**src/rtl/fpu_trig_quadrant_fixup.sv**
```systemverilog
// Final quadrant correction for the trig unit: waits for CORDIC sin/cos, then
// applies the swap/negate flags captured from range reduction.
module fpu_trig_quadrant_fixup #(
    parameter logic [7:0]  TIMEOUT_CYCLES  = 8'd255,
    parameter logic [79:0] FP80_INDEFINITE = 80'hFFFF_C000000000000000
) (
    input  logic        clk,
    input  logic        reset,
    input  logic        enable,
    input  logic        range_done,
    input  logic        range_error,
    input  logic        swap_sincos,
    input  logic        negate_sin,
    input  logic        negate_cos,
    input  logic        cordic_done,
    input  logic [79:0] cordic_sin,
    input  logic [79:0] cordic_cos,
    output logic [79:0] sin_out,
    output logic [79:0] cos_out,
    output logic        busy,
    output logic        done,
    output logic        error
);

    typedef enum logic [1:0] {
        IDLE        = 2'd0,
        WAIT_CORDIC = 2'd1,
        APPLY       = 2'd2,
        DONE        = 2'd3
    } state_t;

    state_t      state_reg, state_next;
    logic        swap_reg, swap_next;
    logic        neg_sin_reg, neg_sin_next;
    logic        neg_cos_reg, neg_cos_next;
    logic [7:0]  count_reg, count_next;
    logic [79:0] sin_lat_reg, sin_lat_next;
    logic [79:0] cos_lat_reg, cos_lat_next;
    logic [79:0] sin_reg, sin_next;
    logic [79:0] cos_reg, cos_next;
    logic        done_reg, done_next;
    logic        error_reg, error_next;
    logic [7:0]  count_inc;
    logic [79:0] sel_sin, sel_cos;

    // Sign flip that leaves zeros positive and NaNs bit-exact; the exponent
    // and mantissa fields are never touched.
    function automatic logic [79:0] fix_sign(input logic [79:0] v, input logic neg);
        logic        is_zero;
        logic        is_nan;
        logic [79:0] r;
        is_zero = (v[78:0] == 79'd0);
        is_nan  = (v[78:64] == 15'h7FFF) && (v[63:0] != 64'h8000_0000_0000_0000);
        r = v;
        if (neg && !is_nan) begin
            if (is_zero)
                r = {1'b0, v[78:0]};
            else
                r = {~v[79], v[78:0]};
        end
        return r;
    endfunction

    assign count_inc = count_reg + 8'd1;
    assign sel_sin   = swap_reg ? cos_lat_reg : sin_lat_reg;
    assign sel_cos   = swap_reg ? sin_lat_reg : cos_lat_reg;

    always_comb begin
        state_next   = state_reg;
        swap_next    = swap_reg;
        neg_sin_next = neg_sin_reg;
        neg_cos_next = neg_cos_reg;
        count_next   = count_reg;
        sin_lat_next = sin_lat_reg;
        cos_lat_next = cos_lat_reg;
        sin_next     = sin_reg;
        cos_next     = cos_reg;
        done_next    = done_reg;
        error_next   = error_reg;

        case (state_reg)
            IDLE: begin
                done_next  = 1'b0;
                error_next = 1'b0;
                if (enable && range_done) begin
                    swap_next    = swap_sincos;
                    neg_sin_next = negate_sin;
                    neg_cos_next = negate_cos;
                    count_next   = 8'd0;
                    if (range_error) begin
                        sin_next   = FP80_INDEFINITE;
                        cos_next   = FP80_INDEFINITE;
                        error_next = 1'b1;
                        state_next = DONE;
                    end else begin
                        state_next = WAIT_CORDIC;
                    end
                end
            end

            WAIT_CORDIC: begin
                // Dropping enable wins over a same-cycle cordic_done.
                if (!enable) begin
                    state_next = IDLE;
                end else if (cordic_done) begin
                    sin_lat_next = cordic_sin;
                    cos_lat_next = cordic_cos;
                    state_next   = APPLY;
                end else begin
                    count_next = count_inc;
                    if (count_inc == TIMEOUT_CYCLES) begin
                        sin_next   = FP80_INDEFINITE;
                        cos_next   = FP80_INDEFINITE;
                        error_next = 1'b1;
                        state_next = DONE;
                    end
                end
            end

            APPLY: begin
                sin_next   = fix_sign(sel_sin, neg_sin_reg);
                cos_next   = fix_sign(sel_cos, neg_cos_reg);
                state_next = DONE;
            end

            DONE: begin
                done_next = 1'b1;
                if (!enable)
                    state_next = IDLE;
            end

            default: begin
                state_next = IDLE;
            end
        endcase
    end

    always_ff @(posedge clk or posedge reset) begin
        if (reset) begin
            state_reg   <= IDLE;
            swap_reg    <= 1'b0;
            neg_sin_reg <= 1'b0;
            neg_cos_reg <= 1'b0;
            count_reg   <= 8'd0;
            sin_lat_reg <= 80'd0;
            cos_lat_reg <= 80'd0;
            sin_reg     <= 80'd0;
            cos_reg     <= 80'd0;
            done_reg    <= 1'b0;
            error_reg   <= 1'b0;
        end else begin
            state_reg   <= state_next;
            swap_reg    <= swap_next;
            neg_sin_reg <= neg_sin_next;
            neg_cos_reg <= neg_cos_next;
            count_reg   <= count_next;
            sin_lat_reg <= sin_lat_next;
            cos_lat_reg <= cos_lat_next;
            sin_reg     <= sin_next;
            cos_reg     <= cos_next;
            done_reg    <= done_next;
            error_reg   <= error_next;
        end
    end

    assign sin_out = sin_reg;
    assign cos_out = cos_reg;
    assign done    = done_reg;
    assign error   = error_reg;
    assign busy    = (state_reg != IDLE);

endmodule
```
**config.mk**
```make
export PLATFORM = sky130hd
export DESIGN_NAME = fpu_trig_quadrant_fixup
export DESIGN_NICKNAME = d
export VERILOG_FILES = /design/src/rtl/fpu_trig_quadrant_fixup.sv
export SDC_FILE = /design/constraint.sdc
export NUM_CORES = 1
export LEC_CHECK = 0
export ABC_CLOCK_PERIOD_IN_PS = 21100
export BUFFER_PORTS_ARGS = -buffer_cell sky130_fd_sc_hd__buf_4
export CAP_MARGIN = 40
export CORE_ASPECT_RATIO = 1.4
export CORE_MARGIN = 8
export CORE_UTILIZATION = 50
export DETAILED_ROUTE_END_ITERATION = 8
export PLACE_DENSITY = 0.79
export SLEW_MARGIN = 20
export SYNTH_ARGS = -nofsm -noshare
export SYNTH_HDL_FRONTEND = slang
export SYNTH_SLANG_ARGS = --single-unit
```
**constraint.sdc**
```tcl
create_clock -name clk -period 21.1 [get_ports clk]
set_clock_uncertainty 0.05 [all_clocks]
set_input_delay 2.11 -clock clk [delete_from_list [all_inputs] [get_ports clk]]
set_output_delay 2.11 -clock clk [all_outputs]
set_load 0.01 [all_outputs]
```
After elaboration in Yosys (flattened, before gate mapping). Index checks and enable logic that the tools add are counted.

Word-level logic and storage cells: 80. Flip-flop bits (word level): 335. Output and inout port bits: 163. Input port bits: 169.

Bitwise logic cells: 2. Multiplexer cells: 31. Eq/ne operators: 15. Add/subtract/negate cells: 1. Reductions and logical operators: 20.

Operator list (count): $mux W80 (11); $pmux W80 S3 (2); $logic_not A79 Y1 (2); $ne A64 B64 Y1 const B (2); $eq A15 B15 Y1 const B (2); $mux W8 (3); $pmux W8 S2 (1); $mux W2 (6); $ne A2 B2 Y1 const B (6); $add A8 B1 Y8 const B (1); $eq A8 B8 Y1 const B (1); $pmux W2 S4 (1); $reduce_and A4 Y1 (2); $reduce_and A3 Y1 (2); $reduce_and A6 Y1 (1); $reduce_bool A2 Y1 (3); $logic_and A1 B1 Y1 (5); $mux W1 (5); $eq A2 B2 Y1 const B (2); $ne A4 B4 Y1 const B (1); $pmux W1 S2 (2); $reduce_bool A3 Y1 (1); $eq A2 B1 Y1 const B (1); $logic_not A1 Y1 (2); other kinds (3) (4).

Logic depth before layout (Yosys ltp). Gate-level depths: netlist (run 1).

Depth after elaboration: 7. Gate-level depth with buffers: 11.

Worst setup path after synthesis (run 1). Ideal clock, no wire load.

Path kind: input port to flip-flop. Start point: in enable. End point: reg cos_reg[10] (netlist: cos_out[10]). Stages: 9. Buffers on the path: 3. Path slack: 17.297 ns. Data required time: 20.954 ns. Arrival time: 3.658 ns. Cells stage by stage: clkbuf_1 -> nand3_1 -> a21oi_1 -> and3b_1 -> a21oi_1 -> clkbuf_1 -> clkbuf_1 -> nand2_1 -> o31ai_1.

Longest elaborated chain between the ends: 3. Elaborated cells between the ends (all ways): 4.

Ends and longest elaborated chain: from (decl) (line 9) `input logic enable,`; $logic_and A1 B1 Y1 (line 85) `if (enable && range_done) begin`; $ne A2 B2 Y1 (no source line); $reduce_and A6 Y1 (no source line) (*); to (signal assigned) (line 160) `cos_reg <= cos_next;`; to (decl) (line 40) `logic [79:0] cos_reg, cos_next;`.

Every way passes the cells marked *; elsewhere a longest branch is shown, timed or not. A chain may end at the register's enable or synchronous reset.

Worst setup path after layout (run 1).
Start point: in enable. End point: reg sin_reg[17] (netlist: sin_out[17]).

Longest elaborated chain between the ends: 3. Elaborated cells between the ends (all ways): 4.

Ends and longest elaborated chain: $logic_and A1 B1 Y1 (line 85); $ne A2 B2 Y1 (no source line); $reduce_and A6 Y1 (no source line) (*); to (signal assigned) (line 159) `sin_reg <= sin_next;`; to (decl) (line 39) `logic [79:0] sin_reg, sin_next;`.

Marks and branches as above.

==> out/results.tsv, run 1 <==
metric	value	unit
total routed wirelength	46660	µm
clock sink count	335	
count of distinct cell types in the synthesized netlist	51	
peak clock frequency supported by timing	244.2	MHz
clock latency on the worst-skew pair	0.51	ns
Worst Path Class, Setup	in2reg	
Yosys warnings	0	
Crit path required time	21.46	ns
Setup Viol. Count Final	0	
clock slew at the register clock pins of the worst setup and hold paths	0.06	ns
Port Buf Inserts	331	
CP max FO	60	
final std cells w/o fill	2031	
maximum resistive drop on vdd	0.00009407	V
Syn Std Cell Area	15400	µm²
total number of nets in the final design	1791	
cell with the most instances on the worst path	buf_4	
global-route wire length before repair	71440	µm
hold-fix buffers at CTS	0	
Synth Net Count	1494	
largest net degree at the start of global routing	105	
run status	finished, final reports clean	
Total Die Area	36760	µm²
cell accounting for the most synthesized area	dfrtp_1	
Post-CTS Setup Bufs	0	
final cycle utilization of the critical path	19.41	%
CTS tree	done	
maximum capacitance violations	0	
mean number of vias per cell	5.923	
count of cell instances traversed by the critical path	9	
vertical die dimension	223.7	µm
arrival time of data at the critical path endpoint	4.46	ns
aggregate negative setup slack	0	ns
post-placement cell count	1968	
share of synthesized flip-flops with an asynchronous set or reset	100.0	%
Inserted Clock Buffers	34	
Placeable Area	30520	µm²
Placement Rows	76	
initial antenna violation count	4	
share of post-route cells with drive strength above 1	35.92	%
Power Dens Cells	161.4	nW/µm²
number of fillers in the final layout	2368	
instance area at placement	18350	µm²
capturing element type of the critical path	register	
pre-CTS setup slack	16.52	ns
normalized max-slew margin	44.54	%
Worst setup SP type	primary input	
first-pass iteration count of the detailed router	5	
antenna-violating nets left	0	
cell family with most CP delay	buffers and inverters	
total of flip-flops plus latches after synthesis	335	
H-tree lvl count	2	
cell with the most instances after synthesis	dfrtp_1	
final setup margin	17.00	ns
post-layout min period	4.095	ns
count of final hold-check violations	0	
Max clock buf depth	3	
number of cells upsized or downsized after cts	0	
initial cell density of the core	50.46	%
unrepaired setup endpoints after global routing	no	
detailed-route via count	12030	
transition time at the pin with the least slew margin	0.8318	ns
initial DRC count	790	
DP Wirelength	34450	µm
number of enable-type register cells in the synthesized netlist	0	
chip width	164.3	µm
last weighted congestion value of the routability-driven placer	0.8397	
crit path cell chain	buf_4 -> nand3_1 -> a21oi_1 -> and3b_1 -> a21oi_4 -> buf_4 -> buf_12 -> nand2_1 -> o31ai_1	
LEAKAGE	8.902	nW
Register-to-Register Path Depth	9	
Synth area leaders	dfrtp_1 54%, mux2_2 12%, mux2i_1 10%, o31ai_1 6.2%, nand2_1 3.7%	
Syn Inst Count	1318	
synthesis-to-layout area growth	26.77	%
Sequential cell area	8387	µm²
gr usage total	24.84	%
sequential cell area fraction in the yosys report	54.42	%
number of top-level design ports	332	
count of buffer and inverter cells on the critical path	3	
area share of the largest cell type after synthesis	54.42	%
detailed-route DRC error count	0	
via count of the first global-routing pass	12462	
routed wirelength normalized by instance count	22.97	µm
most used flip-flop cell after synthesis	dfrtp_1	
overflow left after global routing	0	
CTS root buffer	clkbuf_16	
Worst Hold Depth	2	
Final Power	3.152	mW
cell with the largest stage delay on the worst path	buf_4	
Pins Over Slew Limit	0	
max incr delay on CP	0.62	ns
per-instance average area after synthesis	11.69	µm²
total area of multi-input combinational cells	6645	µm²
class of the tightest hold or removal check	reg2reg	
ranking of synthesized cells by instance count	335 x dfrtp_1, 169 x mux2_2, 159 x mux2i_1	
Design Area, Final	19530	µm²
worst min-delay path, cell delays in order, from the launching register on:
cell and delay (ns):
dfrtp_1 0.34, nand2_1 0.05, o31ai_1 0.05
power by group:
part	leakage, nW	total, mW	internal [mW]	switching (mW)
Clock	0.572	0.620	0.376	0.245
Combinational	4.19	1.25	0.592	0.663
Sequential	4.14	1.28	0.924	0.352
Total	8.90	3.15	1.89	1.26
per-stage QoR:
stage | util, % | hold slack [ns]
finish | 63.97 | 0.4302
CTS | 63.88 | 0.4351
detailed placement | 60.10 | 0.4184
floorplan | - | 0.4423
global route | 63.97 | 0.4523
global placement | 59.40 | 0.4132
final timing paths:
check                                             start                 endpoint  slack [ns]
worst max register to register     swap_reg$_DFFE_PP0P_  sin_out[79]$_DFFE_PP0P_       17.26
worst max-delay path                             enable  sin_out[17]$_DFFE_PP0P_       17.00
worst min register to register  cos_out[25]$_DFFE_PP0P_  cos_out[25]$_DFFE_PP0P_        0.43
max in group asynchronous                         reset     swap_reg$_DFFE_PP0P_       18.04
min in group asynchronous                         reset   cos_out[5]$_DFFE_PP0P_        1.64
worst min-delay path            cos_out[25]$_DFFE_PP0P_  cos_out[25]$_DFFE_PP0P_        0.43
cells by family (layout without fill, tap and decap cells):
family | count (synthesis) | in the layout | synth area share (%)
simple gates | 333 | 333 | 10.01
mux | 328 | 328 | 22.69
flops | 335 | 335 | 54.42
compound gates | 212 | 212 | 9.658
buf+inv | 102 | 421 | 2.599
xor+xnor | 1 | 1 | 0.05687
other cells | 0 | 4 | 0
fa+ha+maj | 7 | 7 | 0.5686
cell usage in the layout, fill, tap and decap left out, types with 5 or more instances in the layout:
master / n
buf_4: 343
dfrtp_1: 334
mux2_2: 169
mux2i_1: 159
nand2_1: 151
o31ai_1: 128
nor2_1: 62
nor4_1: 43
clkbuf_16: 37
a31oi_1: 36
o21ai_0: 22
nand3_1: 22
nor3_1: 16
nand4_1: 11
ha_1: 7
a22oi_1: 6
clkinv_2: 6
clkbuf_8: 6
clkbuf_1: 6
inv_1: 5
buf_12: 5
cell type report:
cell class / instances / share of cell area [%]
Multi-Input combinational cell: 881 / 34.03
Clock buffer: 49 / 5.280
Sequential cell: 335 / 42.95
Inverter: 7 / 0.1858
Clock inverter: 9 / 0.6151
Antenna cell: 4 / 0.05126
Tap cell: 390 / 2.499
Timing Repair Buffer: 356 / 14.39
per-layer routing:
metal	global-route usage (%)	vias up	wire length [µm]
met4	11.64	0	2134
li1	-	5452	-
met5	0	-	0
met3	3.987	106	2667
met1	29.88	6024	18150
met2	42.67	448	23710
(Power assumes the default switching activity.)
==> run 2: changes to the inputs <==
ABC_CLOCK_PERIOD_IN_PS = 3700   (was 21100)
PLACE_DENSITY = 0.82   (was 0.79)
clock period = 3.7 ns   (was 21.1 ns; I/O delays follow)
==> run 2 against run 1 <==
Net effect:
- clock power grew to 5.8 times the previous value
- power rose to 5.7 times the previous value
- sequential share of layout area is 0.074 points higher
- first-iteration DRC count is 26% higher
- sequential cell count is the same
- critical endpoint is now sin_out[24]$_DFFE_PP0P_
- utilization decreased by 0.11 points
- global-route usage grew 0.18 points
- non-clock buffer count is 5 lower
- via count about the same
- die area unchanged
- combinational power grew to 5.7 times the previous value
- count of clock-buffer cells in the layout grew 2
==> out/results.tsv, run 2 (synthesis gave the netlist of run 1 again) <==
metric	value	unit	change
endpoint with the worst hold slack	sin_lat_reg[79]$_DFFE_PP0P_		
mean number of vias per cell	5.927		about the same
Port Buf Inserts	331		unchanged
critical hold path startpoint	cordic_sin[79]		
Worst Path Class, Setup	reg2reg		
post-placement cell count	1962		-0.30%
clock latency on the worst-skew pair	0.53	ns	+0.02 ns
Final Power	18.00	mW	+470%
count of buffer and inverter cells on the critical path	1		-2
minimum setup slack among reg-to-reg paths	0.50	ns	-16.76 ns
crit path cell chain	ha_1 -> or2b_1 -> o21ai_0 -> a22oi_1 -> nor4_1 -> a21oi_4 -> buf_12 -> o31ai_1		
total routed wirelength	47060	µm	+0.86%
max incr delay on CP	0.51	ns	-0.11 ns
clock slew at the register clock pins of the worst setup and hold paths	0.06	ns	about the same
Setup Viol. Count Final	0		unchanged
Worst setup SP type	register		
gr usage total	25.02	%	+0.18 points
hold-fix buffers at CTS	1		+1
clock sink count	335		unchanged
Max clock buf depth	3		unchanged
antenna-violating nets left	0		unchanged
cell with the largest stage delay on the worst path	nor4_1		
capturing element type of the critical path	register		
count of cell instances traversed by the critical path	8		-1
Placement Rows	76		unchanged
most common cell after layout, fill and taps aside	buf_4		
number of fillers in the final layout	2289		-3.3%
peak clock frequency supported by timing	312.4	MHz	
aggregate negative setup slack	0	ns	unchanged
global-route wire length before repair	71540	µm	+0.15%
vertical die dimension	223.7	µm	unchanged
Sequential cell area	8387	µm²	unchanged
class of the tightest hold or removal check	in2reg		
Register-to-Register Path Depth	8		-1
run status	finished, final reports clean		
maximum capacitance violations	0		unchanged
arrival time of data at the critical path endpoint	3.54	ns	-0.92 ns
Design Area, Final	19490	µm²	-0.17%
total number of nets in the final design	1786		-0.28%
Post-CTS Setup Bufs	0		unchanged
initial antenna violation count	7		+3
count of final hold-check violations	0		unchanged
detailed-route via count	12032		+0.017%
last weighted congestion value of the routability-driven placer	0.8846		+5.3%
initial DRC count	999		+26%
most frequent cells in the layout	341 x buf_4, 334 x dfrtp_1, 169 x mux2_2		
final cycle utilization of the critical path	86.51	%	
detailed-route DRC error count	0		unchanged
transition time at the pin with the least slew margin	1.067	ns	+0.2351 ns
instance area at placement	18270	µm²	-0.40%
RR Startpoint	count_reg[0]$_DFFE_PP0P_		
CTS tree	done		
core utilization of the finished layout	63.86	%	-0.11 points
overflow left after global routing	0		unchanged
routed wirelength normalized by instance count	23.18	µm	+0.91%
share of post-route cells with drive strength above 1	35.64	%	-0.28 points
LEAKAGE	8.867	nW	-0.40%
reg-to-reg endpoint	sin_out[24]$_DFFE_PP0P_		
chip width	164.3	µm	unchanged
normalized max-slew margin	28.87	%	-16 points
Placeable Area	30520	µm²	unchanged
largest net degree at the start of global routing	252		+140%
post-layout min period	3.201	ns	
Total Die Area	36760	µm²	unchanged
DP Wirelength	33520	µm	-2.7%
via count of the first global-routing pass	12349		-0.91%
final std cells w/o fill	2030		-0.049%
unrepaired setup endpoints after global routing	no		
initial cell density of the core	50.46	%	unchanged
number of top-level design ports	332		unchanged
Inserted Clock Buffers	34		unchanged
number of cells upsized or downsized after cts	0		unchanged
Pins Over Slew Limit	0		unchanged
Worst Hold Depth	2		unchanged
synthesis-to-layout area growth	26.55	%	
CP max FO	251		+320%
Power Dens Cells	923.2	nW/µm²	+470%
first-pass iteration count of the detailed router	5		unchanged
total area of multi-input combinational cells	6645	µm²	unchanged
CTS root buffer	clkbuf_16		
Crit path required time	4.04	ns	-17.42 ns
cell family with most CP delay	compound AO/OA/AOI/OAI gates		
maximum resistive drop on vdd	0.001224	V	+1200%
H-tree lvl count	2		unchanged
==> run 2: power by group <==
group	internal, mW	switching, mW
sequential	5.27	2.00
combinational	3.32	3.81
clock	2.17	1.42
==> run 2: per-stage QoR <==
stage	hold slack [ns]	setup slack (ns)
final	0.01903	0.4991
after floorplan	0.4423	-1.197
after CTS	0.009464	0.6279
after global placement	0.3978	0.8533
after detailed placement	0.3957	0.6734
after global routing	0.008174	0.3933
==> run 2: worst max-delay path by stage <==
stage                                   startpoint                         end
final                     count_reg[0]$_DFFE_PP0P_     sin_out[24]$_DFFE_PP0P_
after global routing      count_reg[0]$_DFFE_PP0P_     cos_out[29]$_DFFE_PP0P_
after CTS                 count_reg[0]$_DFFE_PP0P_     cos_out[44]$_DFFE_PP0P_
after detailed placement  count_reg[0]$_DFFE_PP0P_     sin_out[42]$_DFFE_PP0P_
after global placement    count_reg[0]$_DFFE_PP0P_     sin_out[41]$_DFFE_PP0P_
after floorplan                              reset  cos_lat_reg[0]$_DFFE_PP0P_
==> run 2: cell type report <==
class	count	area share (%)
repair buffers	351	14.15
multi-input cells	881	34.09
flip-flops and latches	335	43.02
diodes	7	0.08986
clock buffers	51	5.379
inverters	7	0.1669
well taps	390	2.503
clock inverters	8	0.6033
==> run 2: routing by layer <==
| layer | wire length [µm] | global-route usage [%] | vias up |
|---|---|---|---|
| met4 | 2583 | 13.73 | 0 |
| met2 | 23510 | 41.62 | 511 |
| li1 | - | - | 5457 |
| met1 | 17950 | 30.24 | 5936 |
| met3 | 3019 | 4.428 | 128 |
| met5 | 0 | 0 | - |
==> run 2: worst register-to-register path, stage by stage (launching register included) <==
cell,delay (ns)
dfrtp_1,0.45
ha_1,0.30
or2b_1,0.27
o21ai_0,0.25
a22oi_1,0.17
nor4_1,0.51
a21oi_4,0.11
buf_12,0.33
o31ai_1,0.63
==> run 3: changes to the inputs <==
ABC_CLOCK_PERIOD_IN_PS = 3000   (was 3700)
PLACE_DENSITY = 0.79   (was 0.82)
clock period = 3 ns   (was 3.7 ns; I/O delays follow)
==> run 3 against run 2 <==
Net effect:
- sequential cell count unchanged
- register-to-register slack got worse by 0.34 ns
- power increased by 28%
- clock power grew 30%
- die area unchanged
- design area grew 9.2%
- wire length rose by 13%
==> out/results.tsv, run 3 (synthesis gave the netlist of run 1 again) <==
metric	value	unit	change
maximum resistive drop on vdd	0.001023	V	-16%
crit path cell chain	ha_1 -> nand3_1 -> o21a_1 -> o21ai_0 -> nor4_1 -> buf_4 -> a21oi_4 -> buf_16 -> nand2_1 -> o31ai_2		
class of the tightest hold or removal check	in2reg		
Placeable Area	30520	µm²	unchanged
normalized max-slew margin	51.58	%	+23 points
Total Die Area	36760	µm²	unchanged
detailed-route DRC error count	0		unchanged
run status	finished, final reports clean		
via count of the first global-routing pass	13830		+12%
number of fillers in the final layout	2015		-12%
final setup margin	0.1615	ns	-0.3375 ns
Register-to-Register Path Depth	10		+2
clock slew at the register clock pins of the worst setup and hold paths	0.06	ns	about the same
post-layout min period	2.838	ns	-0.3625 ns
Design Area, Final	21290	µm²	+9.2%
transition time at the pin with the least slew margin	0.7197	ns	-0.3473 ns
most frequent cells in the layout	350 x buf_4, 334 x dfrtp_1, 169 x mux2_2		
clock latency on the worst-skew pair	0.52	ns	about the same
cell family with most CP delay	compound AO/OA/AOI/OAI gates		
synthesis-to-layout area growth	38.24	%	
last weighted congestion value of the routability-driven placer	0.8847		about the same
Post-CTS Setup Bufs	0		unchanged
peak clock frequency supported by timing	352.3	MHz	+13%
first-pass iteration count of the detailed router	5		unchanged
LEAKAGE	9.644	nW	+8.8%
aggregate negative setup slack	0	ns	unchanged
most common cell after layout, fill and taps aside	buf_4		
pre-CTS setup slack	0.3007	ns	-0.3727 ns
Inserted Clock Buffers	34		unchanged
Max clock buf depth	3		unchanged
mean number of vias per cell	5.950		+0.39%
vertical die dimension	223.7	µm	unchanged
cell with the largest stage delay on the worst path	dfrtp_1		
initial DRC count	1063		+6.4%
CTS root buffer	clkbuf_16		
total number of nets in the final design	1960		+9.7%
chip width	164.3	µm	unchanged
Power Dens Cells	1085	nW/µm²	+18%
share of post-route cells with drive strength above 1	33.06	%	-2.6 points
total routed wirelength	53060	µm	+13%
clock sink count	335		unchanged
Pins Over Slew Limit	0		unchanged
detailed-route via count	13108		+8.9%
Worst Hold Depth	4		+2
Worst Path Class, Setup	reg2reg		
initial antenna violation count	3		-4
overflow left after global routing	0		unchanged
arrival time of data at the critical path endpoint	3.20	ns	-0.34 ns
count of buffer and inverter cells on the critical path	2		+1
count of cell instances traversed by the critical path	10		+2
post-placement cell count	1973		+0.56%
Port Buf Inserts	331		unchanged
max incr delay on CP	0.44	ns	-0.07 ns
routed wirelength normalized by instance count	24.08	µm	+3.9%
capturing element type of the critical path	register		
global-route wire length before repair	80760	µm	+13%
number of top-level design ports	332		unchanged
largest net degree at the start of global routing	149		-41%
unrepaired setup endpoints after global routing	no		
Placement Rows	76		unchanged
gr usage total	28.31	%	+3.3 points
core utilization of the finished layout	69.76	%	+5.9 points
CTS tree	done		
instance area at placement	18380	µm²	+0.59%
Final Power	23.10	mW	+28%
initial cell density of the core	50.46	%	unchanged
final cycle utilization of the critical path	94.62	%	+8.1 points
count of final hold-check violations	0		unchanged
H-tree lvl count	2		unchanged
DP Wirelength	34090	µm	+1.7%
final std cells w/o fill	2203		+8.5%
maximum capacitance violations	0		unchanged
CP max FO	148		-41%
antenna-violating nets left	0		unchanged
Worst Hold Margin	0.1550	ns	+0.1360 ns
Crit path required time	3.36	ns	-0.68 ns
Worst setup SP type	register		
Setup Viol. Count Final	0		unchanged
-- run 3: cell count changes in the layout (fill, tap and decap cells not counted), sizes merged --
cell and change:
dlygate4sd3 +163, buf +11, clkbuf -5, clkinv +4, bufinv +3, diode -3
-- run 3: cell type report --
cell class              count  area (µm²)  area share (%)
flip-flops and latches    335        8387           39.39
multi-input cells         881        6655           31.25
repair buffers            525        4504           21.15
clock buffers              46       989.7           4.648
well taps                 390       488.0           2.292
clock inverters            15       227.7           1.069
inverters                   7       32.53          0.1528
diodes                      4       10.01         0.04701
-- run 3: report_power, final --
| part | leakage (nW) | internal [mW] | total [mW] | switching, mW |
|---|---|---|---|---|
| clock | 0.601 | 2.84 | 4.67 | 1.83 |
| sequential | 4.14 | 6.50 | 8.98 | 2.48 |
| combinational | 4.91 | 4.38 | 9.45 | 5.07 |
| total | 9.64 | 13.7 | 23.1 | 9.39 |
-- run 3: routing by layer --
| metal | share of wire (%) | track usage, % | routed length (µm) |
|---|---|---|---|
| met3 | 6.7 | 5.071 | 3540 |
| met5 | 0 | 0 | 0 |
| met1 | 37 | 32.63 | 19460 |
| met2 | 51 | 48.89 | 27100 |
| met4 | 5.6 | 15.44 | 2958 |
-- run 3: path summary, 6_finish.rpt --
path                                     startpoint                     endpoint  slack (ns)
max reg2reg                count_reg[0]$_DFFE_PP0P_      sin_out[30]$_DFFE_PP0P_        0.16
max                        count_reg[0]$_DFFE_PP0P_      sin_out[30]$_DFFE_PP0P_        0.16
max in group asynchronous                     reset  sin_lat_reg[47]$_DFFE_PP0P_        1.58
min                                     range_error     state_reg[1]$_DFFE_PP0P_        0.15
min reg2reg                 cos_out[26]$_DFFE_PP0P_      cos_out[26]$_DFFE_PP0P_        0.43
min in group asynchronous                     reset   cos_lat_reg[1]$_DFFE_PP0P_        0.35
-- run 3: timing repair --
| action | in CTS | in global routing |
|---|---|---|
| resized for setup | 0 | 3 |
| setup endpoints to repair | 0 | 1 |
| hold buffers | 164 | 0 |
| hold endpoints to repair | 174 | 0 |
-- run 3: tightest hold or removal path: stages --
cell and delay [ns]:
buf_4 0.12, a2bb2oi_1 0.13, nand2_1 0.06, o21ai_0 0.06
